[config.mk]
export PLATFORM = sky130hd
export DESIGN_NAME = maze_wall_sensor
export DESIGN_NICKNAME = d
export VERILOG_FILES = /design/src/rtl/maze_wall_sensor.sv
export SDC_FILE = /design/constraint.sdc
export NUM_CORES = 1
export LEC_CHECK = 0
export ABC_CLOCK_PERIOD_IN_PS = 3200
export CAP_MARGIN = 20
export CORE_UTILIZATION = 52
export DETAILED_ROUTE_END_ITERATION = 16
export PLACE_DENSITY = 0.75
export SLEW_MARGIN = 10
export SYNTH_ARGS = -nofsm -noshare
export SYNTH_HDL_FRONTEND = slang
export SYNTH_SLANG_ARGS = --single-unit
[constraint.sdc]
create_clock -name clk108MHz -period 3.2 [get_ports clk108MHz]
set_input_delay 0.64 -clock clk108MHz [delete_from_list [all_inputs] [get_ports clk108MHz]]
set_output_delay 0.64 -clock clk108MHz [all_outputs]
set_load 0.02 [all_outputs]
[src/rtl/maze_wall_sensor.sv]
// maze_wall_sensor: scans eight tile-map points just outside the ball's
// bounding box and publishes four wall-adjacency flags atomically.
//
// state | meaning
// IDLE  | waiting for sampleTick, flags hold the last completed scan
// PROBE | issuing one tile read per cycle for probes k0..k7
// DRAIN | waiting for the final read to return, then publishing flags
module maze_wall_sensor #(
  parameter int BALL_SIZE  = 4,
  parameter int TILE_SHIFT = 3,
  localparam int MAP_BITS  = 8 - TILE_SHIFT
) (
  input  logic                  clk108MHz,
  input  logic                  resetPressedN,
  input  logic                  sampleTick,
  input  logic [7:0]            ballColumn,
  input  logic [7:0]            ballRow,
  output logic                  memRd,
  output logic [2*MAP_BITS-1:0] memAddr,
  input  logic                  memData,
  output logic                  wallAboveball,
  output logic                  wallBelowball,
  output logic                  wallLeftOfball,
  output logic                  wallRightOfball,
  output logic                  flagsValid,
  output logic                  busy
);

  typedef enum logic [1:0] {IDLE, PROBE, DRAIN} state_t;

  // Ten-bit unsigned arithmetic: any result outside 0..255 shows up in bits [9:8].
  localparam logic [9:0] SZ = 10'(BALL_SIZE);

  state_t                state_q, state_d;
  logic [2:0]            k_q, k_d;
  logic [7:0]            col_q, col_d;
  logic [7:0]            row_q, row_d;
  logic                  mem_rd_q, mem_rd_d;
  logic [2*MAP_BITS-1:0] mem_addr_q, mem_addr_d;
  // Direction / out-of-range tag of the read presented this cycle.
  logic [1:0]            probe_dir_q, probe_dir_d;
  logic                  probe_oor_q, probe_oor_d;
  // Same tag one cycle later, aligned with memData.
  logic                  cap_vld_q, cap_vld_d;
  logic [1:0]            cap_dir_q, cap_dir_d;
  logic                  cap_oor_q, cap_oor_d;
  // Bit order for shadow/flags: 0 above, 1 below, 2 left, 3 right.
  logic [3:0]            shadow_q, shadow_d;
  logic [3:0]            flags_q, flags_d;
  logic                  flags_valid_q, flags_valid_d;
  logic                  busy_q, busy_d;

  logic [2:0]            probe_k;
  logic [7:0]            probe_c, probe_r;
  logic [9:0]            base_x, base_y, probe_x, probe_y;
  logic                  probe_oor;
  logic [2*MAP_BITS-1:0] probe_addr;

  // Coordinates and tile address of the probe to be issued at the next edge.
  // At scan start the live ball position is used since C/R latch on that edge.
  always_comb begin
    probe_k = (state_q == IDLE) ? 3'd0 : k_q + 3'd1;
    probe_c = (state_q == IDLE) ? ballColumn : col_q;
    probe_r = (state_q == IDLE) ? ballRow : row_q;
    base_x  = {2'b00, probe_c};
    base_y  = {2'b00, probe_r};
    probe_x = base_x;
    probe_y = base_y;
    case (probe_k)
      3'd0: probe_y = base_y - 10'd1;
      3'd1: begin
        probe_x = base_x + SZ - 10'd1;
        probe_y = base_y - 10'd1;
      end
      3'd2: probe_y = base_y + SZ;
      3'd3: begin
        probe_x = base_x + SZ - 10'd1;
        probe_y = base_y + SZ;
      end
      3'd4: probe_x = base_x - 10'd1;
      3'd5: begin
        probe_x = base_x - 10'd1;
        probe_y = base_y + SZ - 10'd1;
      end
      3'd6: probe_x = base_x + SZ;
      default: begin
        probe_x = base_x + SZ;
        probe_y = base_y + SZ - 10'd1;
      end
    endcase
    probe_oor  = (probe_x[9:8] != 2'b00) || (probe_y[9:8] != 2'b00);
    probe_addr = probe_oor ? '0
               : {MAP_BITS'(probe_y[7:0] >> TILE_SHIFT),
                  MAP_BITS'(probe_x[7:0] >> TILE_SHIFT)};
  end

  // Next-state logic: scan sequencing, result accumulation and flag publish.
  always_comb begin
    state_d       = state_q;
    k_d           = k_q;
    col_d         = col_q;
    row_d         = row_q;
    mem_rd_d      = 1'b0;
    mem_addr_d    = '0;
    probe_dir_d   = probe_dir_q;
    probe_oor_d   = 1'b0;
    cap_vld_d     = mem_rd_q;
    cap_dir_d     = probe_dir_q;
    cap_oor_d     = probe_oor_q;
    shadow_d      = shadow_q;
    flags_d       = flags_q;
    flags_valid_d = 1'b0;

    // An out-of-range probe is a wall whatever the memory returns.
    if (cap_vld_q && (cap_oor_q || memData)) begin
      shadow_d[cap_dir_q] = 1'b1;
    end

    case (state_q)
      IDLE: begin
        if (sampleTick) begin
          state_d     = PROBE;
          col_d       = ballColumn;
          row_d       = ballRow;
          k_d         = 3'd0;
          shadow_d    = '0;
          mem_rd_d    = 1'b1;
          mem_addr_d  = probe_addr;
          probe_dir_d = probe_k[2:1];
          probe_oor_d = probe_oor;
        end
      end
      PROBE: begin
        if (k_q == 3'd7) begin
          state_d = DRAIN;
        end else begin
          k_d         = k_q + 3'd1;
          mem_rd_d    = 1'b1;
          mem_addr_d  = probe_addr;
          probe_dir_d = probe_k[2:1];
          probe_oor_d = probe_oor;
        end
      end
      DRAIN: begin
        state_d       = IDLE;
        flags_d       = shadow_d;
        flags_valid_d = 1'b1;
      end
      default: state_d = IDLE;
    endcase

    busy_d = (state_d != IDLE);
  end

  // State and registered outputs; reset leaves the ball frozen by wall flags.
  always_ff @(posedge clk108MHz or negedge resetPressedN) begin
    if (!resetPressedN) begin
      state_q       <= IDLE;
      k_q           <= 3'd0;
      col_q         <= 8'd0;
      row_q         <= 8'd0;
      mem_rd_q      <= 1'b0;
      mem_addr_q    <= '0;
      probe_dir_q   <= 2'd0;
      probe_oor_q   <= 1'b0;
      cap_vld_q     <= 1'b0;
      cap_dir_q     <= 2'd0;
      cap_oor_q     <= 1'b0;
      shadow_q      <= 4'h0;
      flags_q       <= 4'hF;
      flags_valid_q <= 1'b0;
      busy_q        <= 1'b0;
    end else begin
      state_q       <= state_d;
      k_q           <= k_d;
      col_q         <= col_d;
      row_q         <= row_d;
      mem_rd_q      <= mem_rd_d;
      mem_addr_q    <= mem_addr_d;
      probe_dir_q   <= probe_dir_d;
      probe_oor_q   <= probe_oor_d;
      cap_vld_q     <= cap_vld_d;
      cap_dir_q     <= cap_dir_d;
      cap_oor_q     <= cap_oor_d;
      shadow_q      <= shadow_d;
      flags_q       <= flags_d;
      flags_valid_q <= flags_valid_d;
      busy_q        <= busy_d;
    end
  end

  assign memRd           = mem_rd_q;
  assign memAddr         = mem_addr_q;
  assign wallAboveball   = flags_q[0];
  assign wallBelowball   = flags_q[1];
  assign wallLeftOfball  = flags_q[2];
  assign wallRightOfball = flags_q[3];
  assign flagsValid      = flags_valid_q;
  assign busy            = busy_q;

endmodule

; Word-level counts from Yosys, hierarchy flattened
; Index checks and enable logic that the tools add are counted.
[word_totals]
regBits = 49
latchBits = 0
mem_bits_rw = 0
rom_bits = 0
out_inout_bits = 17
elab_cells = 84
n_memories = 0
[classes]
n_addsub = 7
mul = 0
div_mod_pow = 0
n_lt_le_gt_ge = 2
eq_ne = 11
shifts = 0
muxes = 30
bitwise_logic = 1
reduce_logical = 18
[ops]
columns = operator, n
row1 = $pmux W10 S3, 2
row2 = $mux W10, 3
row3 = $pmux W10 S2, 1
row4 = $add A8 B3 Y9 const B, 2
row5 = $sub A8 B1 Y9 const B, 2
row6 = $mux W8, 2
row7 = $eq A3 B3 Y1 const B, 4
row8 = $mux W4, 3
row9 = $reduce_or A2 Y1, 6
row10 = $sub A10 B1 Y10 const B, 1
row11 = $sub A9 B1 Y10 const B, 1
row12 = $mux W3, 3
row13 = $mux W2, 4
row14 = $pmux W2 S2, 2
row15 = $reduce_bool A2 Y1, 4
row16 = $eq A3 B2 Y1 const B, 2
row17 = $mux W1, 6
row18 = $pmux W3 S2, 1
row19 = $ne A2 B2 Y1 const B, 2
row20 = $or A4 B4 Y4, 1
row21 = $pmux W1 S2, 2
row22 = $add A3 B1 Y3 const B, 1
row23 = $eq A3 B1 Y1 const B, 1
row24 = $logic_not A3 Y1, 1
row25 = 10 further kinds, 12

; Depth between registers and ports, before layout
[depth]
word_depth = 10
ltp_mapped = 14
mapped_depth_nobuf = 10

; Worst setup path after synthesis
; No wires, ideal clock.
[synth_path]
kind = reg2reg
start = reg state_q[0]
end = reg mem_addr_q[5] (netlist: memAddr[5])
setup_time_ns = 0.122
t_arrival_ns = 3.118
required_time_ns = 3.078
path_slack_ns = -0.039
path_stages_with_launch = 14
path_cell_list = dfrtp_1 > buf_6 > buf_6 > nor2_4 > mux2_2 > ha_1 > clkbuf_1 > nand4bb_1 > a22oi_1 > a32o_1 > a2111oi_2 > o211ai_2 > buf_6 > a2111oi_1
[synth_between]
elab_chain_cells = 10
elab_cells_between_ends = 33
[synth_rtl]
columns = item, line_no
row1 = from (decl), 34  ; state_t state_q, state_d;
row2 = from (signal assigned), 174  ; state_q <= state_d;
row3 = $logic_not A2 Y1, n/a
row4 = "$mux W8, or another cell as far along", 63  ; probe_c = (state_q == IDLE) ? ballColumn : col_q;
row5 = "$add A8 B3 Y9, or another cell as far along", n/a
row6 = "$sub A10 B1 Y10, or another cell as far along", "72, 77"
row7 = $pmux W10 S3, 69  ; case (probe_k)
row8 = $reduce_bool A2 Y1, 91  ; probe_oor = (probe_x[9:8] != 2'b00) || (probe_y[9:8] != 2'b00);
row9 = $logic_or A1 B1 Y1, 91
row10 = $mux W10, 92  ; probe_addr = probe_oor ? '0
row11 = $mux W10 (on tied branches), "134, 121"
row12 = $pmux W10 S2 *, 119  ; case (state_q)
row13 = net mem_addr_d[5], 39  ; logic [2*MAP_BITS-1:0] mem_addr_q, mem_addr_d;
row14 = to (signal assigned), 179  ; mem_addr_q <= mem_addr_d;
row15 = to (decl), 39
; Mark *: on every way through the listed nets, which the timed path passes. The rest lies on a longest branch.
; A chain may end at the register's enable or synchronous reset.

; Worst setup path after layout
[layout_path]
start = in ballRow[3]
end = reg mem_addr_q[9] (netlist: memAddr[9])
[layout_between]
elab_chain_cells = 9
elab_cells_between_ends = 11
[layout_rtl]
columns = item, line_no
row1 = from (decl), 17  ; input logic [7:0] ballRow,
row2 = $mux W8 *, 64  ; probe_r = (state_q == IDLE) ? ballRow : row_q;
row3 = $add A8 B3 Y9, n/a
row4 = $sub A9 B1 Y10, "83, 88"
row5 = $pmux W10 S3 *, 69
row6 = $reduce_bool A2 Y1, 91
row7 = $logic_or A1 B1 Y1, 91
row8 = $mux W10 *, 92
row9 = $mux W10 (on tied branches), "134, 121"
row10 = $pmux W10 S2 *, 119
row11 = net mem_addr_d[9], 39
; Marked as above.

==> summary.md <==
| Metric | Value |
|---|---|
| DIE WIDTH | 83.66 um |
| Die height | 83.66 um |
| Slowest stage delay, CP | 0.47 ns |
| Number of routed nets with antenna violations | 0 |
| VDD IR-drop max | 0.5903 mV |
| Final Slew Violations | 0 |
| Cell count after synthesis | 370 |
| FFs w/ async S/R, synth | 1.000 |
| Syn Std Cell Area | 3467 um^2 |
| MaxCap Viol Count | 0 |
| Final nets | 461 |
| Drt via density | 6.318 |
| Total core area | 6386 um^2 |
| Initial Utilization | 0.5429 |
| Antenna diodes | 0 |
| Slew headroom | 0.5404 |
| CP top delay family | simple AND/OR/NAND/NOR gates |
| Clock slew at reported path FFs | 0.12 ns |
| Ports | 37 |
| Fmax | 327.4 MHz |
| CTS tree | yes |
| Post-synthesis adder-cell area fraction | 0.02165 |
| Post-synthesis area per instance | 9.370 um^2 |
| Root buf cell | clkbuf_8 |
| CP Data Arrival Time | 3.27 ns |
| Status | completed |
| Max clock buf depth | 2 |
| Synth Area in XOR/XNOR | 0.04547 |
| Number of synthesized register bits | 49 |
| PnR worst setup slack | 0.1458 ns |
| Drt total wl | 8.941 mm |
| Grt met2 use | 0.4139 |
| Area fraction in compound gates after synthesis | 0.2580 |
| Largest family of logic cells by synthesized area | compound AO/OA/AOI/OAI gates |
| Max Fanout on Critical Path | 7 |
| CTS Hold Bufs | 0 |
| Top Usage Layer GRT | met2 |
| Initial antenna violation count | 0 |
| CP endpoint kind | flip-flop |
| HP Class | input port to asynchronous set/reset pin |
| CTS Sinks | 49 |
| Tot GR Track Use | 0.2636 |
| Area delta synth->final | 24.86% |
| Crit path kind | input port to flip-flop |
| CP dominant cell by count | buf_4 |
| Simple-gate portion of the synthesized area | 0.1869 |
| Warnings from Yosys | 0 |
| CP Buf/Inv Count | 4 |
| Clock Skews | 0.02514 ns |
| Pin count of the biggest net entering global routing | 50 |
| Final period utilization | 0.9544 |
| Number of flops mapped to enable cells by yosys | 0 |
| Synth cell types | 69 |
| Initial DRC Count | 157 |
| DR vias | 3241 |
| Clock Latency Late Sink | 0.32 ns |
| HPWL Detailed | 6.554 mm |
| Drt pass-1 iters | 6 |
| Data required time of the worst path | 3.42 ns |
| Number of global-route vias before repair | 3076 |
| Leakage | 1.746 nW |
| Total congestion overflow | 0 |
| Worst-Margin Slew | 0.6842 ns |
| Endpoints failing setup | 0 |
| Net Count, Synth | 396 |
| Critical-path cell list | clkdlybuf4s50_1, or3b_4, and2_1, inv_2, ha_4, nand4bb_1, nand2_1, buf_4, nor3b_1, o2111ai_2, o211ai_4, buf_4, a2111oi_2 |
| CTS buffer count | 5 |
| H-tree Lvls | 2 |
| Core Rows | 29 |
| M3 GR Usage | 0.04055 |
| Core Util, Final | 0.6779 |
| Seq/Total Area, Yosys | 0.3551 |
| First-pass GRT wire length | 14.97 mm |
| Die area | 6998 um^2 |
| Min cycle time layout | 3.054 ns |
| PD cells | 1104 nW/um^2 |
| Layout cell share with drive strength beyond 1 | 0.2408 |
| DRC viols | 0 |
| Gpl congestion | 0.9441 |
| CP startpoint kind | input port |
| Pre-CTS setup slack | -0.3569 ns |
| Wire per inst | 17.43 um |
| Slowest stage cell on the critical path | clkdlybuf4s50_1 |
| Global routing usage on met1 | 0.3749 |
| Top_reg_cell synth | dfrtp_1 |
| Mux cell area share after synthesis | 0.07615 |
| Filler cells | 518 |
| Endpoints failing hold | 0 |
| Port Buffers | 36 |
==> power by group <==
part	switching (mW)	leakage, nW	total, mW	internal [mW]
combinational	1.77	1.11	3.23	1.47
sequential	0.251	0.592	1.16	0.908
clock	0.228	0.0447	0.387	0.158
==> per-stage QoR <==
| step | instances | setup TNS [ns] | area, um^2 | hold WS [ns] | power, mW |
|---|---|---|---|---|---|
| 3_3_place_gp | 502 | -1.962 | 4101 | 0.3313 | 4.127 |
| 6_report | 513 | 0 | 4329 | 0.2878 | 4.778 |
| 5_1_grt | 513 | -0.04433 | 4329 | 0.3508 | 5.132 |
| 2_1_floorplan | 370 | 0 | 3472 | 0.3312 | 3.259 |
| 4_1_cts | 510 | 0 | 4205 | 0.3639 | 4.617 |
| 3_5_place_dp | 502 | -2.653 | 4101 | 0.3410 | 4.209 |
==> what timing repair did <==
| action | CTS | global route |
|---|---|---|
| pin swaps | 0 | 7 |
| gates resized for setup | 2 | 13 |
| endpoints found under the setup margin | 1 | 10 |
| setup buffers | 0 | 2 |
==> logic make-up (layout without fill, tap and decap cells) <==
group,after synthesis,after routing
mux,24,24
compound gates,118,118
simple gates,116,116
buf+inv,39,105
fa+ha+maj,6,6
xor+xnor,18,18
flops,49,49
==> registers in the layout (all words and copies together) (netlist names), 2 cells and up <==
signal / count
cap_dir_d: 2
cap_dir_q: 2
col_q: 8
flags_q: 4
k_q: 3
memAddr: 10
row_q: 8
shadow_q: 4
state_q: 2
==> cells in the mapped netlist (all sizes together) (3+ instances only) <==
cell	number	area [um^2]
dfrtp	45	1126
o21ai	29	148.9
nand2	28	105.1
a21oi	20	107.6
mux2	19	214.0
nor2	19	78.82
inv	16	60.06
clkbuf	14	53.80
xnor2	12	105.1
nor4	10	62.56
a2111oi	9	120.1
buf	9	82.57
nor3	9	45.04
nand3	7	35.03
o211ai	7	67.57
a21o	6	45.04
a22oi	6	45.04
ha	6	75.07
xor2	6	52.55
and2	5	31.28
and3	5	31.28
mux2i	5	50.05
nand2b	5	31.28
dfstp	4	105.1
nand4bb	4	45.04
or2	4	27.53
or3b	4	37.54
or4	4	30.03
a2bb2oi	3	26.28
a31oi	3	18.77
a32oi	3	26.28
o21bai	3	22.52
o22ai	3	18.77
or3	3	18.77
==> cell type report <==
class / instances / area (um^2) / share of cell area
timing repair buffer: 81 / 713.2 / 0.1647
tap: 77 / 96.34 / 0.02225
multi-input combinational: 282 / 2135 / 0.4931
clock inverter: 3 / 25.02 / 0.005780
inverter: 16 / 60.06 / 0.01387
sequential: 49 / 1231 / 0.2844
clock buffer: 5 / 68.82 / 0.01590
==> worst register-to-register path: stages (launching register included) <==
cell and delay, ns:
dfrtp_1 0.51, buf_4 0.24, or2_4 0.23, nand2_1 0.06, nand2_1 0.06, ha_1 0.31
o21bai_1 0.11, a2bb2oi_1 0.23, nor4b_1 0.12, a2111oi_4 0.37, o211ai_4 0.19, buf_4 0.17
a2111oi_2 0.33
==> cells in the final DEF, fill, tap and decap left out, types with 4 or more instances in the layout <==
cell              n
nand2b_1          5
clkdlybuf4s50_1  35
and3_1            5
mux2_2           18
dfstp_2           4
o21ai_0          28
or4_1             4
nor2_1           18
xor2_1            6
o211ai_1          4
and2_1            5
a21oi_1          18
nor3_1            9
ha_1              5
inv_1            15
mux2i_1           5
xnor2_1          12
a21o_1            6
nand2_1          28
a22oi_1           5
nor4_1            9
dfrtp_1          45
clkbuf_8          5
nand3_1           7
nand4bb_1         4
buf_4            44
==> metal layers <==
layer  vias up  share of wire  wire length, um
met3        11          0.046              407
met4         0          0.012              110
met2        99           0.47             4170
met1      1591           0.48             4251
li1       1540              -                -
met5         -              0                0
==> final timing paths <==
kind                                       from                     end  slack, ns  depth (start not counted)
max                                  ballRow[3]    memAddr[9]$_DFF_PN0_       0.15                         13
min                               resetPressedN    memAddr[5]$_DFF_PN0_       0.29                          1
max reg2reg                state_q[0]$_DFF_PN0_    memAddr[9]$_DFF_PN0_       0.18                         12
min reg2reg                 cap_oor_d$_DFF_PN0_     cap_oor_q$_DFF_PN0_       0.36                          0
max in group asynchronous         resetPressedN  flags_q[0]$_DFFE_PN1P_       2.29                          2
min in group clk108MHz      cap_oor_d$_DFF_PN0_     cap_oor_q$_DFF_PN0_       0.36                          0
No activity file was read; power rests on OpenSTA's default activity.
